File: src/rtl/com_mem_frame_writer.sv
// com_mem_frame_writer
// Packs a sop/eop-delimited byte stream into 32-bit little-endian words and
// writes them into a ring of fixed-size slots in com_mem (second write port).
// Payload goes to slot words 1..SLOT_WORDS-1; the header (word 0) is written
// last to commit the frame, then wr_ptr advances and frame_irq pulses.
// Optional feature macro: COM_MEM_WRITER_STATS_EN (live drop/trunc counters).
module com_mem_frame_writer #(
  parameter int BASE_ADDR  = 512,
  parameter int SLOT_WORDS = 64,
  parameter int N_SLOTS    = 8,
  localparam int PW = $clog2(N_SLOTS) + 1
) (
  input  logic          clk,
  input  logic          reset,
  input  logic          in_valid,
  output logic          in_ready,
  input  logic [7:0]    in_data,
  input  logic          in_sop,
  input  logic          in_eop,
  output logic [9:0]    mem_address,
  output logic [3:0]    mem_byteenable,
  output logic          mem_chipselect,
  output logic          mem_write,
  output logic [31:0]   mem_writedata,
  input  logic [PW-1:0] rd_ptr,
  output logic [PW-1:0] wr_ptr,
  output logic          frame_irq,
  output logic [15:0]   drop_count,
  output logic [15:0]   trunc_count
);

  localparam logic [2:0] S_IDLE = 3'd0;
  localparam logic [2:0] S_FILL = 3'd1;
  localparam logic [2:0] S_LAST = 3'd2;
  localparam logic [2:0] S_HDR  = 3'd3;
  localparam logic [2:0] S_DROP = 3'd4;

  localparam logic [15:0]   CAP       = 16'((SLOT_WORDS - 1) * 4);
  localparam logic [PW-1:0] RING_FULL = PW'(N_SLOTS);

  logic [2:0]  state;
  logic [2:0]  nxt_state;
  logic [1:0]  lane;        // next byte lane to fill
  logic [23:0] acc;         // lanes 0..2 of the word being assembled
  logic [9:0]  word_idx;    // payload word index within the slot
  logic [15:0] byte_len;    // saturates at CAP
  logic        trunc;
  logic [7:0]  seq;

  logic        beat;
  logic        ring_full;
  logic        room;
  logic        take_byte;
  logic [9:0]  slot_base;
  logic [31:0] merged;
  logic [3:0]  lane_be;

  // Handshake, ring occupancy and the word formed by merging the current byte
  always_comb begin
    beat      = in_valid & in_ready;
    ring_full = ((wr_ptr - rd_ptr) == RING_FULL);
    room      = (byte_len < CAP);
    take_byte = beat && (((state == S_IDLE) && in_sop && !ring_full) ||
                         (state == S_FILL));
    slot_base = 10'(BASE_ADDR + int'(wr_ptr[PW-2:0]) * SLOT_WORDS);
    merged    = {8'h00, acc};
    merged[{lane, 3'b000} +: 8] = in_data;
    case (lane)
      2'd0:    lane_be = 4'b0001;
      2'd1:    lane_be = 4'b0011;
      2'd2:    lane_be = 4'b0111;
      default: lane_be = 4'b1111;
    endcase
  end

  // Frame state sequencing
  always_comb begin
    nxt_state = state;
    case (state)
      S_IDLE: begin
        if (beat && in_sop) begin
          if (ring_full) nxt_state = in_eop ? S_IDLE : S_DROP;
          else           nxt_state = in_eop ? S_LAST : S_FILL;
        end
      end
      S_FILL:  if (beat && in_eop) nxt_state = S_LAST;
      S_LAST:  nxt_state = S_HDR;
      S_HDR:   nxt_state = S_IDLE;
      S_DROP:  if (beat && in_eop) nxt_state = S_IDLE;
      default: nxt_state = S_IDLE;
    endcase
  end

  // Datapath: byte packing, registered memory writes, header commit
  // A frame's final partial word is issued on the eop beat itself, so it
  // occupies the LAST cycle; LAST then issues the header, seen during HDR.
  always_ff @(posedge clk or posedge reset) begin
    if (reset) begin
      state          <= S_IDLE;
      in_ready       <= 1'b0;
      mem_address    <= '0;
      mem_byteenable <= '0;
      mem_chipselect <= 1'b0;
      mem_write      <= 1'b0;
      mem_writedata  <= '0;
      wr_ptr         <= '0;
      frame_irq      <= 1'b0;
      lane           <= '0;
      acc            <= '0;
      word_idx       <= '0;
      byte_len       <= '0;
      trunc          <= 1'b0;
      seq            <= '0;
    end else begin
      state          <= nxt_state;
      in_ready       <= (nxt_state == S_IDLE) || (nxt_state == S_FILL) ||
                        (nxt_state == S_DROP);
      mem_write      <= 1'b0;
      mem_chipselect <= 1'b0;
      frame_irq      <= 1'b0;

      if (take_byte) begin
        if (room) begin
          byte_len <= byte_len + 16'd1;
          lane     <= lane + 2'd1;
          if (lane == 2'd3) begin
            acc      <= '0;
            word_idx <= word_idx + 10'd1;
          end else begin
            acc <= merged[23:0];
          end
          if ((lane == 2'd3) || in_eop) begin
            mem_write      <= 1'b1;
            mem_chipselect <= 1'b1;
            mem_address    <= slot_base + 10'd1 + word_idx;
            mem_byteenable <= lane_be;
            mem_writedata  <= merged;
          end
        end else begin
          trunc <= 1'b1;
        end
      end

      if (state == S_LAST) begin
        mem_write      <= 1'b1;
        mem_chipselect <= 1'b1;
        mem_address    <= slot_base;
        mem_byteenable <= 4'hF;
        mem_writedata  <= {6'b0, trunc, 1'b1, seq, byte_len};
        wr_ptr         <= wr_ptr + PW'(1);
        seq            <= seq + 8'd1;
        frame_irq      <= 1'b1;
      end

      if (state == S_HDR) begin
        lane     <= '0;
        acc      <= '0;
        word_idx <= '0;
        byte_len <= '0;
        trunc    <= 1'b0;
      end
    end
  end

`ifdef COM_MEM_WRITER_STATS_EN
  logic drop_evt;
  logic trunc_evt;

  assign drop_evt  = beat && in_eop &&
                     (((state == S_IDLE) && in_sop && ring_full) || (state == S_DROP));
  assign trunc_evt = (state == S_HDR) && trunc;

  // Saturating statistics counters
  always_ff @(posedge clk or posedge reset) begin
    if (reset) begin
      drop_count  <= '0;
      trunc_count <= '0;
    end else begin
      if (drop_evt && (drop_count != 16'hFFFF))   drop_count  <= drop_count + 16'd1;
      if (trunc_evt && (trunc_count != 16'hFFFF)) trunc_count <= trunc_count + 16'd1;
    end
  end
`else
  assign drop_count  = '0;
  assign trunc_count = '0;
`endif

endmodule

File: config.mk
export PLATFORM = sky130hd
export DESIGN_NAME = com_mem_frame_writer
export DESIGN_NICKNAME = d
export VERILOG_FILES = /design/src/rtl/com_mem_frame_writer.sv
export SDC_FILE = /design/constraint.sdc
export NUM_CORES = 1
export LEC_CHECK = 0
export BUFFER_PORTS_ARGS = -buffer_cell sky130_fd_sc_hd__buf_2
export CAP_MARGIN = 20
export CELL_PAD_IN_SITES_DETAIL_PLACEMENT = 1
export CELL_PAD_IN_SITES_GLOBAL_PLACEMENT = 2
export CORE_MARGIN = 5
export CORE_UTILIZATION = 31
export CTS_CLUSTER_DIAMETER = 40
export DETAILED_ROUTE_END_ITERATION = 7
export GPL_TIMING_DRIVEN = 0
export HOLD_SLACK_MARGIN = 0.05
export PLACE_DENSITY = 0.76
export SLEW_MARGIN = 10
export SYNTH_ARGS = -nofsm -noshare
export SYNTH_HDL_FRONTEND = slang
export SYNTH_SLANG_ARGS = --single-unit
File: constraint.sdc
create_clock -name clk -period 7.2 [get_ports clk]
set_input_delay 0.72 -clock clk [delete_from_list [all_inputs] [get_ports clk]]
set_output_delay 0.72 -clock clk [all_outputs]
set_load 0.005 [all_outputs]
==> out/results.txt, run 1 <==
The post-synthesis share of cell area spent on xor and xnor gates was 3.14%. The min-delay analysis places its worst path in the category input port to async pin. Dividing the final minimum period by the clock period gives 44.2%. The run gives 3550 ps as the arrival time reported for the critical path endpoint. The fraction of final layout cells sized beyond drive strength 1 is 20.2%, and the placed wire-length estimate is 14.8 mm.

Effective utilization at floorplan: 31.5%. STA classifies the critical path endpoint as a register. The number of buffers inserted by port buffering is 70. For the number of fill cells, the log shows 2,283.

The worst reg2reg path startpoint was wr_ptr[2]. In the routed layout, each cell is associated on average with a via count of 5.05. The weighted congestion at the end of routability-driven global placement was 0.814; the number of nets in the final layout was 811.

The repair_antennas step left the layout with diodes totalling 0. The critical path's slowest cell was sky130_fd_sc_hd__dfrtp_1. TritonCTS built the clock tree. Dividing total power by cell area gives a power density of 370 nW/um^2.

Multiplexer cells account for 0.163% of the synthesized area. The detailed router's first-iteration violation count was 190; the transition time at the pin with the least slew margin was 856 ps. The routed design has 20.1 mm of wire. Summing over every cut layer, the via total after detailed routing is 5,338. In this run, synthesis produced a sequential element count of 117. The adder-cell share of the synthesized area was 3.27%; the number of max-capacitance violations reported was 0. By area, the combinational part of the netlist is dominated by simple AND/OR/NAND/NOR gates.

The sequential cells in the finished layout cover a total of 2930 sq um. Once routing completed, OpenROAD measured the worst setup slack at 4020 ps. Subtracting the final worst setup slack from the clock period gives 3180 ps. The tightest slew margin relative to the limit came out at 42.3%. Buffers added to address setup during post-CTS repair amount to 0. The area fraction in and, or, nand and nor cells after synthesis is 24.3%. Between clock sinks in the finished design, the worst skew comes to 9.82 ps.

The run gives 3.56 nW as the leakage power summed over all cells. The logs give 0.130 mV for the largest voltage drop on the vdd net and 0 for the hold-fix buffer count after cts. The total iterations of the first detailed-routing run was 4.

The post-placement setup slack is 3610 ps. In the final layout, the multi-input gates occupy 2860 sq um. The logs give 103 for the count of pins on the block boundary and 6130 sq um for the netlist area before placement.

For this run the aggregate overflow at the end of global routing stands at 0. The area growth from synthesis to layout is 23.7%. The number of clock buffers added by TritonCTS is 17. Of the synthesized area, sequential elements account for 47.8%.

The flow ran to the end, and the final reports show no timing, DRC or antenna violations. The critical path in this run is classified as register to register. The setup TNS is 0 ps, and the via count of the first global-routing pass is 5,683. In the routed design, unresolved DRC markers number 0. The library cell used as clock root buffer is sky130_fd_sc_hd__clkbuf_16. Clock-pin slew was measured on the worst setup and hold paths at 60 ps. The logs give 0 for the remaining antenna violation count after routing and 314 MHz for the maximum operating frequency.

Clock tree synthesis found a total of 117 sinks. The combined buffer and inverter count along the critical path was 2; the wire length of the first global-routing pass was 31.8 mm. For the worst setup path, the data required time is 7560 ps. Counting flops with a built-in enable in the synthesized netlist gives 0. The initial antenna violation count was 0. Summing the areas of all compound-gate instances in the mapped netlist gives 13.9% of the synthesized area. The final-report setup violation count is 0.

The placeable core region came out at 19,500 sq um. The floorplan has 51 rows. The signal on the critical path passes through ha_1 -> a21oi_1 -> a21oi_1 -> o41a_1 -> o21ai_2 -> buf_2 -> buf_2 -> nand3_1 -> nand3_1.

Leading register cell type out of synthesis: sky130_fd_sc_hd__dfrtp_1. The tools report the insertion delay of the later-clocked pin in the worst-skew pair as 430 ps. The number of resized instances in the post-cts repair step is 0, and the count of unique library cells instantiated by Yosys is 56.

The run gives 0 as the number of failing hold endpoints at the final stage. Setup repair after global routing left no endpoint under its margin. The run gives 2 as the maximum clock path buffer count. The run gives 0 as the number of max-slew violations in the final report. The global router's overall resource usage was 18.3%.

The full die area was 22,700 sq um. For this run, the number of Yosys warnings is 0. Broken down by cell family, the worst path's largest delay share belongs to compound AO/OA/AOI/OAI gates. STA classifies the critical path startpoint as a register.

Counting every instance in the synthesized netlist gives 656. Of all flip-flops after synthesis, the portion carrying an async set or reset was 100%. The maximum level of the CTS H-tree was 4. Tracing the worst setup path back leads to its startpoint at wr_ptr[2]. The run gives 63 as the maximum number of pins on one net before global-route repair. The floorplan step set the die width to 151 um. The average instance in the mapped netlist occupies 9.35 sq um.

Dividing the detail-routed wire length by the instance count gives 19.1 um. The largest single stage delay on the critical path is 470 ps. Along the worst path, the maximum fanout reaches 10. The height of the chip is 151 um.
[cells in the mapped netlist, types with 6 or more instances]
cell / number / area (sq um)
sky130_fd_sc_hd__nor2b_1: 18 / 113
sky130_fd_sc_hd__inv_1: 11 / 41.3
sky130_fd_sc_hd__o21ai_1: 6 / 30.0
sky130_fd_sc_hd__o31ai_1: 11 / 82.6
sky130_fd_sc_hd__or4_1: 6 / 45.0
sky130_fd_sc_hd__a22oi_1: 8 / 60.1
sky130_fd_sc_hd__or3_1: 50 / 313
sky130_fd_sc_hd__a21oi_1: 75 / 375
sky130_fd_sc_hd__ha_1: 16 / 200
sky130_fd_sc_hd__clkbuf_1: 23 / 86.3
sky130_fd_sc_hd__buf_2: 10 / 50.1
sky130_fd_sc_hd__xnor2_1: 17 / 149
sky130_fd_sc_hd__nor2_1: 20 / 75.1
sky130_fd_sc_hd__buf_4: 33 / 248
sky130_fd_sc_hd__and2_1: 8 / 50.1
sky130_fd_sc_hd__nand2_1: 85 / 319
sky130_fd_sc_hd__nand4_1: 8 / 50.1
sky130_fd_sc_hd__nand3_1: 56 / 280
sky130_fd_sc_hd__dfrtp_1: 117 / 2930
[path summary, 6_finish.rpt]
| check | to | slack [ps] | depth (start not counted) |
|---|---|---|---|
| worst min register to register | seq[7] | 500 | 1 |
| worst max register to register | mem_writedata[4] | 4020 | 9 |
| worst max-delay path | mem_writedata[4] | 4020 | 9 |
| worst min-delay path | wr_ptr[0] | 350 | 2 |
| min in group clk | seq[7] | 500 | 1 |
| max in group asynchronous | mem_writedata[10] | 6150 | 3 |
[per-stage QoR]
step                      total power, mW  cells  util (%)  hold slack, ps  instance area, sq um
after detailed placement             1.92   1023      35.8             481                  6960
after global routing                 2.98   1056      39.0             409                  7580
after floorplan                      1.52    687         -             442                  6250
after CTS                            2.83   1055      38.9             377                  7580
final                                2.81   1056      39.0             354                  7580
after global placement               1.88   1022      35.6             472                  6930
[worst reg2reg max path: cells and delay by family (launching register included)]
kind	cells	cell delay [ps]
DFF	1	470
and+or+nand+nor	2	240
AOI/OAI and AO/OA	4	1300
adders and majority gates	1	370
buffers and inverters	2	740
[per-layer routing]
| metal | global-route usage [%] | up-vias | share of wire, % |
|---|---|---|---|
| met5 | 0 | - | 0 |
| met4 | 5.98 | 0 | 1.8 |
| met3 | 3.64 | 28 | 4.6 |
| met2 | 30.5 | 130 | 48 |
| met1 | 23.9 | 2661 | 45 |
| li1 | - | 2519 | - |
[flip-flops by register name, indices dropped and copies added (netlist names), 2 cells and up]
name            flops
acc                24
byte_len           16
lane                2
mem_address        10
mem_byteenable      4
mem_writedata      32
seq                 8
state               3
word_idx           10
wr_ptr              4
[cell type report]
class / instances / area share, %
Clock buffer: 23 / 6.17
Multi-Input combinational cell: 486 / 37.7
Inverter: 14 / 0.759
Buffer: 70 / 5.36
Tap cell: 265 / 4.37
Timing Repair Buffer: 72 / 5.05
Clock inverter: 9 / 1.98
Sequential cell: 117 / 38.6
[cell families after synthesis]
| group | after synthesis |
|---|---|
| AND/OR/NAND/NOR | 281 |
| AO/OA/AOI/OAI | 134 |
| flip-flops | 117 |
| buffers and inverters | 84 |
| XOR/XNOR | 22 |
| adder cells (fa/ha/maj) | 16 |
| other | 1 |
| multiplexers | 1 |
[cells in the final DEF, fill, tap and decap left out, types with 5 or more instances in the layout]
master and count:
sky130_fd_sc_hd__dfrtp_1 117, sky130_fd_sc_hd__nand2_1 85, sky130_fd_sc_hd__buf_2 80, sky130_fd_sc_hd__a21oi_1 75
sky130_fd_sc_hd__nand3_1 56, sky130_fd_sc_hd__or3_1 50, sky130_fd_sc_hd__buf_4 33, sky130_fd_sc_hd__conb_1 32
sky130_fd_sc_hd__clkbuf_1 27, sky130_fd_sc_hd__nor2_1 20, sky130_fd_sc_hd__nor2b_1 18, sky130_fd_sc_hd__xnor2_1 17
sky130_fd_sc_hd__clkbuf_16 17, sky130_fd_sc_hd__ha_1 16, sky130_fd_sc_hd__o31ai_1 11, sky130_fd_sc_hd__inv_1 10
sky130_fd_sc_hd__nand4_1 8, sky130_fd_sc_hd__a22oi_1 8, sky130_fd_sc_hd__and2_1 8, sky130_fd_sc_hd__or4_1 6
sky130_fd_sc_hd__o21ai_1 6, sky130_fd_sc_hd__xor2_1 5, sky130_fd_sc_hd__and3_1 5, sky130_fd_sc_hd__nor3_1 5
sky130_fd_sc_hd__nand2b_1 5
[report_power, final]
| part | switching [mW] | internal [mW] | total, mW |
|---|---|---|---|
| registers | 0.133 | 0.809 | 0.941 |
| logic | 0.630 | 0.338 | 0.968 |
| clock network | 0.306 | 0.595 | 0.901 |
| total | 1.07 | 1.74 | 2.81 |
No activity file was read; power rests on OpenSTA's default activity.
==> run 2: changes to the inputs <==
Settings changed: ABC_AREA from default to 1, CORE_UTILIZATION 31 to 30, PLACE_DENSITY 0.76 to 0.8.
Clock period 7.2 ns to 2.7 ns, I/O delays scaled along.
==> run 2 against run 1 <==
Effect of this change:
- fmax up 26%
- worst hold slack worse by 170 ps
- core utilization down 1.7 points
- global-route usage down 1.4 points
- cell count up 14%
- area after synthesis up 3.8%
- count of clock-buffer cells in the layout up 2
- sequential power rose to 2.7 times the previous value
- largest cell class unchanged
- clock skew about the same
- die area up 6.7%
- clock power up 140%
==> out/results.txt, run 2 <==
The run finished with clean final reports. The via count was 5,663 (was 5,338); the count of flip-flops with a built-in enable after synthesis was 0 (unchanged). For the largest voltage drop on the vdd net, the log shows 0.403 mV (was 0.130 mV). Largest registers in the final layout: mem_writedata (32), acc (24), byte_len (16) (unchanged).

The critical path start-end classification is register to register (unchanged). The run gives 32.2 mm (was 31.8 mm) as the wire length of the first global-routing pass. The logs give 16.9% (was 18.3%) for the global router's overall resource usage and 178 ps (was 4020 ps) for the worst path setup slack after routing.

The worst setup path startpoint was lane[0] (was wr_ptr[2]). The biggest fanout along the worst timing path is 10 (unchanged). The per-cell routed wire length was 16.3 um (was 19.1 um).

The largest register by flop count was mem_writedata (unchanged). The overall die width is 156 um (was 151 um), and the total iterations of the first detailed-routing run is 4 (unchanged). The arrival time reported for the critical path endpoint was 2870 ps (was 3550 ps).

The growth of design area from synthesis to finish was 22.9% (was 23.7%); the number of nets in the final layout was 957 (was 811). The number of sinks handled by clock tree synthesis is 117 (unchanged). The run gives 53 (was 51) as the number of core rows. For the via count of the first global-routing pass, the log shows 5,937 (was 5,683).

The per-instance average area after synthesis works out to 7.94 sq um (was 9.35 sq um). The run gives 0 (unchanged) as the number of antenna repair diodes. Leading cell types in the layout, fill and taps excluded: sky130_fd_sc_hd__nand2_1 (231), sky130_fd_sc_hd__dfrtp_1 (117), sky130_fd_sc_hd__nand3_1 (99), sky130_fd_sc_hd__buf_2 (83), sky130_fd_sc_hd__inv_1 (77) (was sky130_fd_sc_hd__dfrtp_1 (117), sky130_fd_sc_hd__nand2_1 (85), sky130_fd_sc_hd__buf_2 (80), sky130_fd_sc_hd__a21oi_1 (75), sky130_fd_sc_hd__nand3_1 (56)).

The internal cell power is 4.69 mW (was 1.74 mW). The CTS clock-pin slew for the worst setup and hold paths is 50 ps (was 60 ps). The share of total power consumed by net switching was 41.3% (was 38.0%); the clock period minus worst slack was 2520 ps (was 3180 ps). The tools report the final-report setup violation count as 0 (unchanged).

The effective utilization at floorplan is 30.4% (was 31.5%), and the maximum operating frequency is 397 MHz (was 314 MHz). The largest area contributor in the netlist was sky130_fd_sc_hd__dfrtp_1 (unchanged). The vias per cell is 4.68 (was 5.05). Final worst hold slack: 181 ps (was 354 ps). The power share of the clock group came out at 27.2% (was 32.1%). Number of warnings issued by yosys: 0 (unchanged).

The capturing element type of the critical path is a register (unchanged). The tools report the number of max-slew violations in the final report as 0 (unchanged). The fraction of final layout cells sized beyond drive strength 1 was 18.6% (was 20.2%).

Area contributors post-synth: sky130_fd_sc_hd__dfrtp_1 (46%), sky130_fd_sc_hd__nand2_1 (14%), sky130_fd_sc_hd__nand3_1 (7.8%) (was sky130_fd_sc_hd__dfrtp_1 (48%), sky130_fd_sc_hd__a21oi_1 (6.1%), sky130_fd_sc_hd__nand2_1 (5.2%)). The tools report the worst reg2reg path startpoint as lane[0] (was wr_ptr[2]). The remaining antenna violation count after routing is 0 (unchanged). The library cell used as clock root buffer was sky130_fd_sc_hd__clkbuf_16 (unchanged). The tools report the insertion delay of the later-clocked pin in the worst-skew pair as 420 ps (was 430 ps). Number of buffers inserted during clock tree synthesis: 17 (unchanged). Ranking of synthesized cells by instance count: sky130_fd_sc_hd__nand2_1 (231), sky130_fd_sc_hd__dfrtp_1 (117), sky130_fd_sc_hd__nand3_1 (99) (was sky130_fd_sc_hd__dfrtp_1 (117), sky130_fd_sc_hd__nand2_1 (85), sky130_fd_sc_hd__a21oi_1 (75)). The run gives 3.30 mW (was 1.07 mW) as the switching power of the nets. The share of total power in combinational logic was 41.2% (was 34.4%). The most common cell after layout, fill and taps aside was sky130_fd_sc_hd__nand2_1 (was sky130_fd_sc_hd__dfrtp_1). The run gives 0 (unchanged) as the number of max-capacitance violations reported. The run gives 9.35 ps (was 9.82 ps) as the worst clock skew.

The detailed router's first-iteration violation count was 260 (was 190). The placed wire-length estimate was 14.8 mm (about the same). The run gives 6360 sq um (was 6130 sq um) as the netlist area before placement.

The power per cell area works out to 1020 nW/um^2 (was 370 nW/um^2). Synthesized flop and latch total: 117 (unchanged). The flip-flop count of the largest register after layout was 32 (unchanged). The weighted congestion at the end of routability-driven global placement was 0.846 (was 0.814). Share of flip-flops with an asynchronous set or reset after synthesis: 100% (unchanged). The post-synthesis cell count is 801 (was 656).

The path type of the worst min-delay path is input port to register (was input port to async pin). The run gives 103 (unchanged) as the count of pins on the block boundary. The count of unique library cells instantiated by Yosys was 42 (was 56). The leading register cell type out of synthesis is sky130_fd_sc_hd__dfrtp_1 (unchanged). The logs give 46.0% (was 47.8%) for the sequential share of the synthesized area and 4 (unchanged) for the maximum level of the CTS H-tree. Setup repair after global routing could not meet its margin everywhere. For the post-detailed-route DRC marker count, the log shows 0 (unchanged). The number of buffers inserted by port buffering was 70 (unchanged); the maximum number of pins on one net before global-route repair was 35 (was 63). Maximum clock path buffer count: 2 (unchanged).

The logs give 19.8 mm (was 20.1 mm) for the overall routed net length and 31.6% (was 33.5%) for the sequential share of power. The startpoint of the tightest hold check path was in_eop. Placeable core region: 21,000 sq um (was 19,500 sq um). The post-placement setup slack was -40.1 ps (was 3610 ps); the area share of the largest cell type after synthesis was 46.0% (was 47.8%). The run gives 0 (unchanged) as the initial antenna violation count.

The tools report the number of failing hold endpoints at the final stage as 0 (unchanged). For the leakage power summed over all cells, the log shows 4.12 nW (was 3.56 nW). The total grt overflow came out at 0 (unchanged). The transition time at the pin with the least slew margin was 742 ps (was 856 ps).

TritonCTS built the clock tree. The final period utilization was 93.4% (was 44.2%); the tightest slew margin relative to the limit was 50.5% (was 42.3%). The height of the chip works out to 156 um (was 151 um).

For the full die area, the log shows 24,200 sq um (was 22,700 sq um). The most common cell in the synthesized netlist was sky130_fd_sc_hd__nand2_1 (was sky130_fd_sc_hd__dfrtp_1). Startpoint type of the worst setup path: a register (unchanged). Required time of the critical path: 3050 ps (was 7560 ps).
==> run 2: power groups by stage <==
stage	clock [mW]	sequential [mW]	combinational [mW]
finish	2.17	2.52	3.29
global route	2.30	2.59	3.70
CTS	2.22	2.53	3.33
detailed placement	0	2.55	3.31
global placement	0	2.54	3.24
floorplan	0	2.51	2.11
==> run 2: worst paths after layout <==
check | endpoint | slack (ps) | cells past startpoint
max in group asynchronous | mem_writedata[3] | 1360 | 5
min | state[1] | 180 | 3
min in group asynchronous | mem_byteenable[0] | 510 | 3
max reg2reg | mem_writedata[2] | 180 | 10
min reg2reg | mem_byteenable[0] | 460 | 1
max | mem_writedata[2] | 180 | 10
==> run 2: area by class of cell <==
cell class	count	area, sq um
inverters	81	308
plain buffers	69	448
well taps	275	344
fillers	2653	13100
flip-flops and latches	117	2930
clock inverters	4	45.0
repair buffers	74	420
multi-input cells	564	2810
clock buffers	25	515
==> run 2: logic make-up after synthesis <==
logic type,count (synthesis),share of synthesized area (%)
AOI/OAI and AO/OA,82,7.39
xor gates and xnor gates,24,3.30
adders and majority gates,16,3.15
buffers and inverters,151,11.9
DFF,117,46.0
other,1,0.0589
and+or+nand+nor,410,28.2
==> run 2: metrics by stage <==
| stage | instances | utilization [%] | power (mW) | cell area [sq um] | setup TNS, ps |
|---|---|---|---|---|---|
| after floorplan | 832 | - | 4.63 | 6480 | 0 |
| after global placement | 1177 | 34.2 | 5.78 | 7180 | -20.8 |
| after detailed placement | 1180 | 34.5 | 5.87 | 7240 | -101 |
| after CTS | 1209 | 37.2 | 8.08 | 7800 | 0 |
| after global routing | 1209 | 37.3 | 8.59 | 7820 | -34.0 |
| final | 1209 | 37.3 | 7.99 | 7820 | 0 |
==> run 2: critical path, cell delays in order (launching register included) <==
cell	delay, ps
sky130_fd_sc_hd__dfrtp_1	400
sky130_fd_sc_hd__buf_2	210
sky130_fd_sc_hd__inv_1	250
sky130_fd_sc_hd__ha_2	360
sky130_fd_sc_hd__inv_1	140
sky130_fd_sc_hd__nand4_1	380
sky130_fd_sc_hd__o22ai_1	380
sky130_fd_sc_hd__nand2_1	90
sky130_fd_sc_hd__o21ai_1	110
sky130_fd_sc_hd__nand2_1	70
sky130_fd_sc_hd__nand2_1	50
==> run 2: timing repair <==
item,in CTS,in global routing
buffers inserted,0,0
cloned,0,0
hold endpoints to repair,26,0
gates resized for setup,0,3
hold buffers,1,0
endpoints found under the setup margin,4,7
==> run 2: routing by layer <==
metal	global-route usage (%)	vias up	wire length, um
li1	-	2754	-
met5	0	-	0
met4	4.13	0	244
met1	22.2	2806	9110
met2	28.8	86	9800
met3	3.36	17	597
